$ cat config.mk
export PLATFORM = sky130hd
export DESIGN_NAME = dev_timer_flat
export DESIGN_NICKNAME = d
export VERILOG_FILES = /design/src/rtl/dev_timer_if.sv /design/src/rtl/dev_timer.sv /design/src/flat_wrapper.sv
export SDC_FILE = /design/constraint.sdc
export NUM_CORES = 1
export LEC_CHECK = 0
export BUFFER_PORTS_ARGS = -buffer_cell sky130_fd_sc_hd__buf_2
export CORE_MARGIN = 2
export CORE_UTILIZATION = 59
export CTS_BUF_LIST = sky130_fd_sc_hd__clkbuf_8 sky130_fd_sc_hd__clkbuf_16
export DETAILED_ROUTE_END_ITERATION = 10
export GPL_TIMING_DRIVEN = 0
export HOLD_SLACK_MARGIN = 0.02
export PLACE_DENSITY_LB_ADDON = 0.2
export SYNTH_ARGS = -nofsm -noshare
export SYNTH_HDL_FRONTEND = slang
export SYNTH_SLANG_ARGS = --single-unit
$ cat constraint.sdc
create_clock -name clk -period 4.65 [get_ports clk]
set_input_delay 0.93 -clock clk [delete_from_list [all_inputs] [get_ports clk]]
set_output_delay 0.93 -clock clk [all_outputs]
set_load 0.005 [all_outputs]
$ cat src/rtl/dev_timer_if.sv
// dev_timer_if: MEM-stage data-access bus as seen by a memory-mapped device.
//   addr   - byte address from the MEM stage
//   byteen - per-byte write enables; nonzero = write, 0 = read/idle
//   wdata  - write data, already lane-shifted by the initiator
//   rdata  - read data for the word at addr, returned in the same cycle
// master: the MEM stage / bridge side. slave: the device side.
interface dev_timer_if;
  logic [31:0] addr;
  logic [3:0]  byteen;
  logic [31:0] wdata;
  logic [31:0] rdata;

  modport master (output addr, output byteen, output wdata, input rdata);
  modport slave  (input addr, input byteen, input wdata, output rdata);
endinterface

$ cat src/rtl/dev_timer.sv
// dev_timer: memory-mapped countdown timer with a level interrupt request.
//
// Register window (16 bytes at BASE_ADDR, BASE_ADDR[3:0] must be zero):
//   index 0 CTRL   : [0] EN, [2:1] MODE (00 one-shot, 01 auto-reload,
//                    1x behaves as one-shot), [3] IM; other bits read 0
//   index 1 PRESET : 32-bit reload value
//   index 2 COUNT  : 32-bit current count, read-only
//   index 3        : reads 0, or STATUS when DEV_TIMER_STAT_EN is defined:
//                    [0] irq_flag, [2:1] state, [15:8] saturating expiry count
//
// Optional build macro: DEV_TIMER_STAT_EN enables the STATUS register and
// the expiry counter behind it.
//
// Ports:
//   clk   - rising-edge clock
//   reset - synchronous, active-high reset
//   bus   - dev_timer_if slave modport (addr, byteen, wdata, rdata)
//   irq   - level interrupt request, irq_flag gated by CTRL.IM
module dev_timer #(
  parameter logic [31:0] BASE_ADDR = 32'h0000_7f00
) (
  input  logic       clk,
  input  logic       reset,
  dev_timer_if.slave bus,
  output logic       irq
);

  typedef enum logic [1:0] {
    IDLE = 2'd0,
    LOAD = 2'd1,
    CNT  = 2'd2,
    INT  = 2'd3
  } state_e;

  localparam logic [1:0] IDX_CTRL   = 2'd0;
  localparam logic [1:0] IDX_PRESET = 2'd1;
  localparam logic [1:0] IDX_COUNT  = 2'd2;
  localparam logic [1:0] IDX_STATUS = 2'd3;

  state_e      state_q, state_d;
  logic [3:0]  ctrl_q, ctrl_d;
  logic [31:0] preset_q, preset_d;
  logic [31:0] count_q, count_d;
  logic        irq_flag_q, irq_flag_d;
`ifdef DEV_TIMER_STAT_EN
  logic [7:0]  exp_cnt_q, exp_cnt_d;
`endif

  logic        hit;
  logic        wr;
  logic        wr_cfg;
  logic [1:0]  idx;
  logic [31:0] ctrl_wr;
  logic [31:0] preset_wr;
  logic        unused_bits;

  // Replace only the byte lanes whose enable is set.
  function automatic logic [31:0] merge_bytes(input logic [31:0] old_val,
                                              input logic [31:0] new_val,
                                              input logic [3:0]  be);
    logic [31:0] res;
    for (int i = 0; i < 4; i++) begin
      res[8*i +: 8] = be[i] ? new_val[8*i +: 8] : old_val[8*i +: 8];
    end
    return res;
  endfunction

  // Address decode and byte-merged candidate values for the writable registers.
  always_comb begin
    hit       = (bus.addr[31:4] == BASE_ADDR[31:4]);
    idx       = bus.addr[3:2];
    wr        = hit && (bus.byteen != 4'b0000);
    wr_cfg    = wr && ((idx == IDX_CTRL) || (idx == IDX_PRESET));
    ctrl_wr   = merge_bytes({28'd0, ctrl_q}, bus.wdata, bus.byteen);
    preset_wr = merge_bytes(preset_q, bus.wdata, bus.byteen);
  end

  // Word-aligned addressing and CTRL's unimplemented upper bits are dropped.
  assign unused_bits = ^{bus.addr[1:0], ctrl_wr[31:4]};

  // Next-state logic. A CTRL/PRESET write overrides whatever the state
  // machine would have done this cycle, including a pending expiry, and
  // restarts from IDLE so the new settings take effect cleanly.
  always_comb begin
    state_d    = state_q;
    ctrl_d     = ctrl_q;
    preset_d   = preset_q;
    count_d    = count_q;
    irq_flag_d = irq_flag_q;
`ifdef DEV_TIMER_STAT_EN
    exp_cnt_d  = exp_cnt_q;
`endif

    if (wr_cfg) begin
      if (idx == IDX_CTRL) begin
        ctrl_d = ctrl_wr[3:0];
      end else begin
        preset_d = preset_wr;
      end
      state_d    = IDLE;
      irq_flag_d = 1'b0;
    end else begin
      unique case (state_q)
        IDLE: begin
          if (ctrl_q[0]) begin
            state_d = LOAD;
          end
        end
        LOAD: begin
          count_d = preset_q;
          state_d = CNT;
        end
        CNT: begin
          if (!ctrl_q[0]) begin
            state_d = IDLE;
          end else if (count_q > 32'd1) begin
            count_d = count_q - 32'd1;
          end else begin
            // A count of 1 or 0 expires; PRESET=0 therefore fires immediately.
            count_d    = 32'd0;
            irq_flag_d = 1'b1;
            state_d    = INT;
`ifdef DEV_TIMER_STAT_EN
            if (exp_cnt_q != 8'hff) begin
              exp_cnt_d = exp_cnt_q + 8'd1;
            end
`endif
          end
        end
        INT: begin
          // Auto-reload keeps EN so IDLE immediately reloads; the flag lasts
          // one cycle. Any other mode stops and leaves the flag latched.
          if (ctrl_q[2:1] == 2'b01) begin
            irq_flag_d = 1'b0;
          end else begin
            ctrl_d[0] = 1'b0;
          end
          state_d = IDLE;
        end
        default: state_d = IDLE;
      endcase

`ifdef DEV_TIMER_STAT_EN
      // A STATUS write clears after the state machine so it beats an expiry
      // landing in the same cycle.
      if (wr && (idx == IDX_STATUS)) begin
        irq_flag_d = 1'b0;
        exp_cnt_d  = 8'd0;
      end
`endif
    end
  end

  // State and register update with synchronous reset.
  always_ff @(posedge clk) begin
    if (reset) begin
      state_q    <= IDLE;
      ctrl_q     <= 4'd0;
      preset_q   <= 32'd0;
      count_q    <= 32'd0;
      irq_flag_q <= 1'b0;
`ifdef DEV_TIMER_STAT_EN
      exp_cnt_q  <= 8'd0;
`endif
    end else begin
      state_q    <= state_d;
      ctrl_q     <= ctrl_d;
      preset_q   <= preset_d;
      count_q    <= count_d;
      irq_flag_q <= irq_flag_d;
`ifdef DEV_TIMER_STAT_EN
      exp_cnt_q  <= exp_cnt_d;
`endif
    end
  end

  // Zero-latency read mux; reads see the values before any same-cycle write.
  always_comb begin
    bus.rdata = 32'd0;
    if (hit) begin
      unique case (idx)
        IDX_CTRL:   bus.rdata = {28'd0, ctrl_q};
        IDX_PRESET: bus.rdata = preset_q;
        IDX_COUNT:  bus.rdata = count_q;
        IDX_STATUS: begin
`ifdef DEV_TIMER_STAT_EN
          bus.rdata = {16'd0, exp_cnt_q, 5'd0, state_q, irq_flag_q};
`else
          bus.rdata = 32'd0;
`endif
        end
        default: bus.rdata = 32'd0;
      endcase
    end
  end

  assign irq = irq_flag_q & ctrl_q[3];

endmodule
$ cat src/flat_wrapper.sv
// flat-port wrapper written by rule: the top's interface ports become plain ports
module dev_timer_flat 
#(
  parameter logic [31:0] BASE_ADDR = 32'h0000_7f00
)
  (clk, reset, irq, bus_addr, bus_byteen, bus_wdata, bus_rdata);
  dev_timer_if bus_i ();
  input  logic clk;
  input  logic reset;
  output logic irq;
  input wire logic [$bits(bus_i.addr)-1:0] bus_addr;
  input wire logic [$bits(bus_i.byteen)-1:0] bus_byteen;
  input wire logic [$bits(bus_i.wdata)-1:0] bus_wdata;
  output wire logic [$bits(bus_i.rdata)-1:0] bus_rdata;
  assign bus_i.addr = bus_addr;
  assign bus_i.byteen = bus_byteen;
  assign bus_i.wdata = bus_wdata;
  assign bus_rdata = bus_i.rdata;
  dev_timer #(.BASE_ADDR(BASE_ADDR)) u_core (.clk(clk), .reset(reset), .bus(bus_i), .irq(irq));
endmodule
* Yosys cells after proc, flatten, opt, wreduce, memory -nomap -nowiden
Cells that the tools add are included.
Word-level totals: flip-flop bits (word level) 71, output and inout port bits 33, word-level logic and storage cells 67
Cells by class: add/subtract/negate cells 1, $lt $le $gt $ge 1, eq/ne operators 16, multiplexer cells 18, bitwise logic cells 3, reduce and logical (&&, ||, !) cells 19
Operators with widths (count):
- 32-bit one-hot mux with 4 select lines | 1
- 32-bit 2-to-1 mux | 3
- 32-bit one-hot mux with 2 select lines | 1
- 32-bit by 1-bit > comparator with 1-bit output, second input constant | 1
- 32-bit by 1-bit subtractor with 32-bit output, second input constant | 1
- 28-bit by 11-bit == test with 1-bit output, second input constant | 1
- 3-bit AND reduction | 6
- 2-bit == test, second input constant | 4
- 1-bit 2-to-1 mux | 8
- 2-bit by 1-bit != test with 1-bit output, second input constant | 4
- 2-bit one-hot mux with 4 select lines | 1
- 4-bit AND reduction | 2
- 2-bit by 1-bit == test with 1-bit output, second input constant | 3
- 2-bit 2-to-1 mux | 3
- 2-bit != test, second input constant | 3
- 2-bit nonzero test | 3
- 2-bit zero test | 2
- 4-bit nonzero test | 1
- 3-bit != test, second input constant | 1
- 1-bit logical AND | 2
- 1-bit NOT | 2
- 1-bit one-hot mux with 2 select lines | 1
- 2-bit AND reduction | 1
- 2-bit OR reduction | 1
- 2 further kinds | 2

* Logic depth before layout (Yosys ltp)
depth after elaboration 5, mapped depth 9

* Least setup slack after synthesis
OpenSTA, ideal clock, no wires.
path kind input port to output port, start in bus_addr[15], end out bus_rdata[10], data arrival time 2.356 ns, data required time 3.720 ns, slack 1.364 ns, stages on the path 6, cell sequence nor4b_1 -> nand3_2 -> or2_1 -> clkbuf_1 -> clkbuf_1 -> nor2_1
Between the ends: longest elaborated chain between the ends 2
Ends and longest elaborated chain:
- from (decl) | RTL line flat_wrapper.sv:11 | input wire logic [$bits(bus_i.addr)-1:0] bus_addr;
- 28-bit by 11-bit == test with 1-bit output | RTL line dev_timer.sv:70 | hit = (bus.addr[31:4] == BASE_ADDR[31:4]);
- 32-bit 2-to-1 mux | RTL line dev_timer.sv:180 | if (hit) begin
- to (decl) | RTL line flat_wrapper.sv:14 | output wire logic [$bits(bus_i.rdata)-1:0] bus_rdata;
Every way passes these cells.

* Worst setup path after layout
start in bus_addr[15], end out bus_rdata[15]
The elaborated chain is that of the path after synthesis.

==> results_dict.tcl <==
set metrics [dict create \
    status "complete, no violations" \
    grt_use_total_pct 35.5 \
    rsz0062_at_grt "no" \
    ctsHoldBuffers 0 \
    finalSetupTns_ps 0 \
    fin_skew_ps 10.9 \
    drc 0 \
    numCtsBuffers 9 \
    h-tree-depth 3 \
    slowest_stage "nor4b_1" \
    vdd_drop_max_mv 0.236 \
    drtPass1Iterations 5 \
    area_growth_pct 17.5 \
    dp_slack_ps 807 \
    required_ps 3720 \
    grt_pass1_vias 4774 \
    worst_pin_slew_ps 1420 \
    grt_max_degree 14 \
    period_minus_slack_ps 3850 \
    num_antenna_cells 0 \
    synth.most_common_cell "nor2_1" \
    synth_top_cell_by_area "dfxtp_1" \
    crit_family "simple AND/OR/NAND/NOR gates" \
    grt_pass1_wl_mm 23.9 \
    viasPerCell 6.46 \
    wl_mm 14.9 \
    synth_nets 640 \
    critical_path.max_fanout 10 \
    cts_sinks 71 \
    vias 5049 \
    ys_warn_count 0 \
    grt_antenna_before_repair 0 \
    worst-setup-path-type "input port to output pin" \
    ys_ff_latch 71 \
    finalSetupViolations 0 \
    synth-main-ff-cell "dfxtp_1" \
    clkTransAtPathRegs_ps 70 \
    maxCapViolations 0 \
    crit_arrival_ps 2920 \
    place_hpwl_mm 10.8 \
    power_density_nw_per_um2 288 \
    synth_top_area_share_pct 30.9 \
    path_buf_inv 4 \
    synth_edf_count 0 \
    die_y_um 92.3 \
    fin_ws_ps 804 \
    start_util_pct 60.1 \
    antenna_left 0 \
    num_io_pins 103 \
    nets 750 \
    finalCritPeriodShare_pct 82.7 \
    fmax_ghz 0.260 \
    cts_buffer_depth 2 \
    num_rows 32 \
    post_drt_wl_per_cell_um 19.1 \
    cts_setup_buffers 0 \
    slowest_delay_ps 370 \
    die_w_um 92.3 \
    drtIter0Drc 690 \
    synth_common_cells "87 x nor2_1, 71 x dfxtp_1, 44 x mux2i_1" \
    start_kind "input port" \
    p_leak_uw 0.00214 \
    synth_area_leaders "dfxtp_1 31%, mux2i_1 9.6%, nor2_1 7.1%, a22oi_1 5.6%, o32ai_1 4.6%" \
    synth.avg_cell_area_sq_um 8.15 \
    synthArstFlopShare_pct 0 \
    core-area_sq_um 7650 \
    numPortBuffers 99 \
    stdcell_count 781 \
    finalHoldViolCount 0 \
    cts_tree "yes" \
    relSlewSlack_pct 4.17 \
    cp-end-kind "output pin" \
    slew_violations 0 \
    path_cells "buf_2 -> nor4b_1 -> nand3_2 -> or2_1 -> clkbuf_1 -> clkbuf_1 -> nor2_1 -> buf_2" \
    hold_class "flop to flop" \
    syn_inst 564 \
    gr-total-overflow 0 \
    synth.distinct_cells 62 \
    place_congestion 0.960 \
    yosysSeqAreaShare_pct 30.9 \
    dp.cells 765 \
    die-area_sq_um 8510 \
    drive_gt1_share_pct 21.6 \
    postCtsResizedCells 0 \
    cts-root-buf "clkbuf_8" \
    clk_latency_ps 360 \
    whs_ps 515 \
    netlist_area_sq_um 4600 \
]
logic make-up after synthesis:
kind of cell	Yosys count	share of synthesized area, %
simple gates	232	29.2
compound gates	141	22.3
flops	71	30.9
buf+inv	69	6.18
mux	44	9.58
fa+ha+maj	6	1.63
xor+xnor	1	0.191
final cells by class:
cell class,count,area [sq um]
sequential,71,1420
fill,661,2240
tap,102,128
buffer,44,190
timing repair buffer,99,495
inverter,25,93.8
multi-input combinational,424,2890
clock buffer,10,138
clock inverter,6,45.0
placed cells by master, fill, tap and decap left out, types with 14 or more instances in the layout:
cell / netlist / routed
mux2i_1: 44 / 44
inv_1: 24 / 24
buf_2: 8 / 107
o32ai_1: 24 / 24
clkbuf_1: 33 / 33
nand3_1: 14 / 14
nand2_1: 29 / 29
dfxtp_1: 71 / 71
nor2_1: 87 / 87
nor2b_1: 16 / 16
a22oi_1: 34 / 34
a21oi_1: 33 / 33
worst min-delay path, stage by stage (launching register included):
cell and delay [ps]:
dfxtp_1 340, nand2_1 70, o32ai_1 60
path summary, 6_finish.rpt:
kind / startpoint / endpoint / slack (ps) / cells past startpoint
worst min-delay path: u_core.count_q[15] / u_core.count_q[15] / 510 / 2
worst max-delay path: bus_addr[15] / bus_rdata[15] / 800 / 8
worst min register to register: u_core.count_q[15] / u_core.count_q[15] / 510 / 2
worst max register to register: u_core.count_q[0] / u_core.count_q[20] / 1610 / 7
where the power goes:
part / leakage, uW / switching [uW] / internal, uW
Clock: 0.0000849 / 261 / 210
Combinational: 0.00148 / 303 / 154
Sequential: 0.000572 / 10.9 / 616
Total: 0.00214 / 575 / 980
registers in the layout, indices dropped and copies added, names as in the netlist:
signal and flops:
u_core.count_q 32, u_core.preset_q 32, u_core.ctrl_q 4, u_core.state_q 2, u_core.irq_flag_q 1
stage by stage:
stage / util [%] / power [uW] / cell area (sq um)
after CTS: 70.6 / 1540 / 5400
final: 70.6 / 1550 / 5400
after global routing: 70.6 / 1620 / 5400
after global placement: 68.3 / 1070 / 5220
after floorplan: - / 936 / 4600
after detailed placement: 68.3 / 1080 / 5220
per-layer routing:
layer	global-route usage [%]	vias to the layer above	wire [um]
li1	-	2331	-
met1	47.5	2327	6020
met2	56.4	342	6850
met3	5.51	49	1510
met4	16.3	0	544
met5	0	-	0
(Power assumes the default switching activity.)
